--- src/rtl/pipe_stage_reg.sv ---
// Inter-stage pipeline register with valid/ready handshake and synchronous flush.
// Optionally adds a 2-entry skid buffer. Also keeps a saturating stall-cycle counter.
module pipe_stage_reg #(
  parameter int                DATA_W    = 64,
  parameter bit                SKID      = 1'b1,
  parameter logic [DATA_W-1:0] RESET_VAL = '0,
  parameter int                CNT_W     = 16
) (
  input  logic              clk,
  input  logic              clr,
  input  logic              flush,
  input  logic              in_valid,
  output logic              in_ready,
  input  logic [DATA_W-1:0] in_data,
  output logic              out_valid,
  input  logic              out_ready,
  output logic [DATA_W-1:0] out_data,
  output logic [CNT_W-1:0]  stall_cnt
);

  typedef enum logic [1:0] {EMPTY, BUSY, FULL} state_t;

  state_t            state_p1;
  logic              vld_p1;
  logic              rdy_p1;
  logic [DATA_W-1:0] m_data_p1;
  logic [DATA_W-1:0] s_data_p1;
  logic [CNT_W-1:0]  cnt_p1;
  logic              accept;
  logic              consume;

  function automatic logic [CNT_W-1:0] sat_inc(input logic [CNT_W-1:0] c);
    return (&c) ? c : c + CNT_W'(1);
  endfunction

  // Without a skid entry, readiness must see this cycle's downstream consume.
  assign in_ready  = SKID ? rdy_p1 : (!vld_p1 || out_ready);
  assign out_valid = vld_p1;
  assign out_data  = m_data_p1;
  assign stall_cnt = cnt_p1;
  assign accept    = in_valid && in_ready;
  assign consume   = vld_p1 && out_ready;

  // Stage p1: state, registered handshake outputs, payload and stall counter
  always_ff @(posedge clk or posedge clr) begin
    if (clr) begin
      state_p1  <= EMPTY;
      vld_p1    <= 1'b0;
      rdy_p1    <= 1'b1;
      m_data_p1 <= RESET_VAL;
      s_data_p1 <= RESET_VAL;
      cnt_p1    <= '0;
    end else begin
      if (vld_p1 && !out_ready && !flush)
        cnt_p1 <= sat_inc(cnt_p1);
      if (flush) begin
        // Held payloads stay in M/S; only the live flags are dropped.
        state_p1 <= EMPTY;
        vld_p1   <= 1'b0;
        rdy_p1   <= 1'b1;
      end else begin
        case (state_p1)
          EMPTY: begin
            if (accept) begin
              m_data_p1 <= in_data;
              state_p1  <= BUSY;
              vld_p1    <= 1'b1;
              rdy_p1    <= 1'b1;
            end
          end
          BUSY: begin
            if (accept && consume) begin
              m_data_p1 <= in_data;
            end else if (accept) begin
              s_data_p1 <= in_data;
              state_p1  <= FULL;
              rdy_p1    <= 1'b0;
            end else if (consume) begin
              state_p1  <= EMPTY;
              vld_p1    <= 1'b0;
              rdy_p1    <= 1'b1;
            end
          end
          FULL: begin
            if (consume) begin
              m_data_p1 <= s_data_p1;
              state_p1  <= BUSY;
              rdy_p1    <= 1'b1;
            end
          end
          default: begin
            state_p1 <= EMPTY;
            vld_p1   <= 1'b0;
            rdy_p1   <= 1'b1;
          end
        endcase
      end
    end
  end

endmodule

--- config.mk ---
export PLATFORM = sky130hd
export DESIGN_NAME = pipe_stage_reg
export DESIGN_NICKNAME = d
export VERILOG_FILES = /design/src/rtl/pipe_stage_reg.sv
export SDC_FILE = /design/constraint.sdc
export NUM_CORES = 1
export LEC_CHECK = 0
export ABC_AREA = 1
export BUFFER_PORTS_ARGS = -buffer_cell sky130_fd_sc_hd__buf_2
export CAP_MARGIN = 20
export CORE_ASPECT_RATIO = 1.25
export CORE_MARGIN = 2
export CORE_UTILIZATION = 59
export DETAILED_ROUTE_END_ITERATION = 12
export PLACE_DENSITY = 0.95
export SLEW_MARGIN = 20
export SYNTH_ARGS = -nofsm -noshare
export SYNTH_HDL_FRONTEND = slang
export SYNTH_SLANG_ARGS = --single-unit
--- constraint.sdc ---
create_clock -name clk -period 12.3 [get_ports clk]
set_input_delay 1.845 -clock clk [delete_from_list [all_inputs] [get_ports clk]]
set_output_delay 1.845 -clock clk [all_outputs]
set_load 0.05 [all_outputs]
Yosys cells after proc, flatten, opt, wreduce, memory -nomap -nowiden
Cells that the tools add are included.
{"block": "op_classes", "mux": 22, "n_reduce_logical": 16, "n_bitwise": 3, "n_eq_ne": 12, "add_sub_neg": 1}
{"cell": "$mux 64", "count": 3}
{"cell": "$pmux 64 s3", "count": 1}
{"cell": "$add 16x1->16 const B", "count": 1}
{"cell": "$reduce_and 16->1", "count": 1}
{"cell": "$ne 3x3->1 const B", "count": 5}
{"cell": "$mux 2", "count": 6}
{"cell": "$reduce_and 5->1", "count": 2}
{"cell": "$mux 1", "count": 9}
{"cell": "$ne 2x2->1 const B", "count": 4}
{"cell": "$reduce_and 4->1", "count": 2}
{"cell": "$pmux 1 s3", "count": 2}
{"cell": "$pmux 2 s3", "count": 1}
{"cell": "$logic_and 1x1->1", "count": 5}
{"cell": "$ne 4x4->1 const B", "count": 1}
{"cell": "$reduce_and 2->1", "count": 2}
{"cell": "$not 1->1", "count": 3}
{"cell": "$reduce_bool 3->1", "count": 1}
{"cell": "$eq 2x1->1 const B", "count": 1}
{"cell": "$eq 2x2->1 const B", "count": 1}
{"cell": "$logic_not 1->1", "count": 2}
{"cell": "$logic_not 2->1", "count": 1}
{"block": "totals", "ff_bits": 148, "in_bits": 69, "out_inout_bits": 82}

Logic depth before layout (Yosys ltp)
{"block": "depth", "word_depth": 6, "depth_mapped": 9, "mapped_depth_nobuf": 8}

Worst setup path after synthesis
No wires, ideal clock.
{"block": "synth_timing", "path_type": "input -> register", "startpoint": "input port flush", "endpoint": "register s_data_p1[23]", "n_path_buf": 3, "setup_slack_ns": 9.459, "required_time_ns": 12.176, "arrival_ns": 2.717, "setup_time_ns": 0.124, "path_stages": 7, "cell_sequence": "buf_2 > inv_1 > nand3_2 > nor2_1 > buf_4 > buf_2 > a21oi_1"}
{"block": "synth_via", "elab_chain_len": 2}
{"element": "start, declared", "line_no": "11", "text": "input logic flush,"}
{"element": "$not 1->1 (no line)"}
{"element": "$reduce_and 4->1 (no line)"}
{"element": "end signal, assigned", "line_no": "75", "text": "s_data_p1 <= in_data;"}
{"element": "end, declared", "line_no": "27", "text": "logic [DATA_W-1:0] s_data_p1;"}
No other way between the ends.
A chain may end at the register's enable or synchronous reset.

Final worst setup path
{"block": "layout_timing", "startpoint": "input port in_valid", "endpoint": "register s_data_p1[21]"}
{"block": "layout_via", "elab_chain_len": 4}
{"element": "start, declared", "line_no": "12", "text": "input logic in_valid,"}
{"element": "$logic_and 1x1->1 (*)", "line_no": "41", "text": "assign accept = in_valid && in_ready;"}
{"element": "$logic_and 1x1->1", "line_no": "72", "text": "if (accept && consume) begin"}
{"element": "$not 1->1 (no line)"}
{"element": "$reduce_and 4->1 (no line) (*)"}
Mark *: on every way between the ends. The rest lies on a longest branch, timed or not.

==> impl_metrics.ini <==
[logic_synthesis]
synthAdderAreaFrac = 0.009032
synth_top_area_share = 0.5311
yosys.cell_types.count = 29
synth_compound_gate_area_share = 0.1024
netlist_area_mm2 = 0.006927
synthTopCellsByCount = 341 x nand2_1, 147 x dfrtp_1, 82 x nor2_1, 81 x inv_1, 76 x o21ai_0
synth_most_common_cell = nand2_1
yosysWarnings = 0
async_flop_share = 1.000
synth.avg_cell_area_um2 = 7.925
synth-main-ff-cell = dfrtp_1
synth-seq-area-share = 0.5349
synth_edf_count = 0
synthMuxAreaShare = 0
ys_top_cells_by_area = dfrtp_1 53%, nand2_1 18%, o21ai_0 5.5%, nor2_1 4.4%, inv_1 4.4%
synth_xor_area_frac = 0.01012
synth-seq-cells = 148
yosys.area.top_type = dfrtp_1
synth_top_family_by_area = simple AND/OR/NAND/NOR gates
synth_cells = 874
yosys.area_share.simple = 0.2534
synth_fp_nets = 948

[drt]
wirelength_mm = 15.82
ant_nets = 0
avgRoutedWirePerCell_um = 13.66
drc = 0
vias_per_cell = 5.250
first_pass_iters = 5
drt_iter0_markers = 339
vias = 6080

[sta]
fin_ws_ps = 8758
max-slew-margin-rel = 0.3717
tightest_slew_ps = 942.4
period_needed_ps = 3542
min_period_over_period = 0.2879
holdWs_ps = 472.0
skew_ps = 11.30
finalSetupViolCount = 0
fin_tns_setup_ps = 0
hold_violations = 0
rsz0062_at_grt = no
fmax_mhz = 282.3
slew_viol_final = 0

[cells_and_area]
num-fill-cells = 859
synthToLayoutAreaGrowth_pct = 20.30
finalNetCount = 1080
final_layout_size_suffix_gt1_frac = 0.1982

[placement]
hpwl_mm = 9.536
place_ws_ps = 8082
port_buffers = 150
place_congestion = 0.9295

[setup_path]
crit_path_end_kind = register
cp_max_fo = 72
cp.required_ps = 12610
path_class = input pin to register
critPathLaunchType = input pin
arrival_ps = 3850

[global_route]
grt-ovfl-total = 0
antenna_found_initial = 0
grt_max_degree = 123
grt_use_total = 0.2616
grt_pass1_wl_mm = 26.64
grt_pass1_vias = 5770

[die]
ios = 151
initial_core_util = 0.5991
die_area_mm2 = 0.01263
coreArea_mm2 = 0.01156
rows = 44
die_h_um = 125.1
die_x_um = 100.9

[run]
max-cap-violations = 0

[power_and_ir_drop]
finalPower_w = 0.002351
p_leak_nw = 4.381
peakVddDrop_mv = 0.1911
power_density_mw_per_mm2 = 282.2

[clock_network]
cts_tree = built
htree_levels = 4
cts_setup_buffers = 0
worstSkewPairLatency_ps = 410
path_clk_slew_ps = 60
cts-resized-gates = 0
cts_sinks = 148
cts_root_buf = clkbuf_16
cts_hold_buf = 0
cts_made_buffers = 17
cts_buffer_depth = 2

[status]
status = complete, no violations

[worst_hold_path]
hold_class = register to register
-- power by group --
part,switching (W),internal [W]
logic,0.000704,0.000238
clock network,0.000211,0.000368
registers,0.000125,0.000705
-- cell families after synthesis --
kind of cell             Yosys count
AO/OA/AOI/OAI                    138
XOR/XNOR                           8
adder cells (fa/ha/maj)            5
buffers and inverters            127
flip-flops                       148
AND/OR/NAND/NOR                  448
-- critical path, stage by stage --
cell and delay [ps]:
buf_2 80, nand2_1 90, inv_1 110, nand3_2 130, nor2_4 380, buf_12 260, buf_4 570, nor2_1 100
a21oi_1 240
-- stage by stage --
| stage | instance area, µm² | std cells | utilization |
|---|---|---|---|
| after global placement | 7589 | 1122 | 0.6564 |
| after global routing | 8330 | 1157 | 0.7206 |
| after CTS | 8254 | 1154 | 0.7140 |
| after floorplan | 6927 | 874 | - |
| final | 8333 | 1158 | 0.7208 |
| after detailed placement | 7589 | 1122 | 0.6564 |
-- worst paths after layout --
kind | from | endpoint | slack (ps) | depth (start not counted)
worst max-delay path | in_valid | s_data_p1[21]$_DFFE_PP0P_ | 8760 | 9
max in group asynchronous | clr | stall_cnt[12]$_DFFE_PP0P_ | 9650 | 4
worst max register to register | state_p1[1]$_DFFE_PP0P_ | s_data_p1[21]$_DFFE_PP0P_ | 9640 | 8
min in group asynchronous | clr | s_data_p1[35]$_DFFE_PP0P_ | 1500 | 2
worst min-delay path | out_data[26]$_DFFE_PP0P_ | out_data[26]$_DFFE_PP0P_ | 470 | 2
worst min register to register | out_data[26]$_DFFE_PP0P_ | out_data[26]$_DFFE_PP0P_ | 470 | 2
-- state kept, by name, summed over array words and instances, names as in the netlist --
register   cells
out_data      64
out_valid      1
s_data_p1     64
in_ready       1
stall_cnt     16
state_p1       2
-- cell usage in the layout (no fill, tap or decap), drive strengths merged, types with 2 or more instances in the layout --
cell      count
clkinvlp      2
nand4         7
clkinv        7
ha            5
inv          84
bufinv        5
nor2         84
buf         156
nand2       342
nand3        11
o21ai        77
a21oi        61
xnor2         7
clkbuf       18
dfrtp       147
-- final cells by class --
type                            count  area, µm²  area share
Antenna cell                        1      2.502   0.0003003
Multi-Input combinational cell    599       2618      0.3141
Sequential cell                   148       3705      0.4446
Inverter                           84      321.6     0.03859
Clock inverter                     14      226.5     0.02718
Clock buffer                       18      439.2     0.05270
Tap cell                          138      172.7     0.02072
Timing Repair Buffer              156      848.3      0.1018
-- metal layers --
metal | wire length [µm] | track usage | vias to the layer above
met5 | 0 | 0 | -
met4 | 338 | 0.09300 | 0
met3 | 1000 | 0.05534 | 34
met2 | 7989 | 0.4314 | 242
met1 | 6493 | 0.3418 | 2844
li1 | - | - | 2960
(Power assumes the default switching activity.)
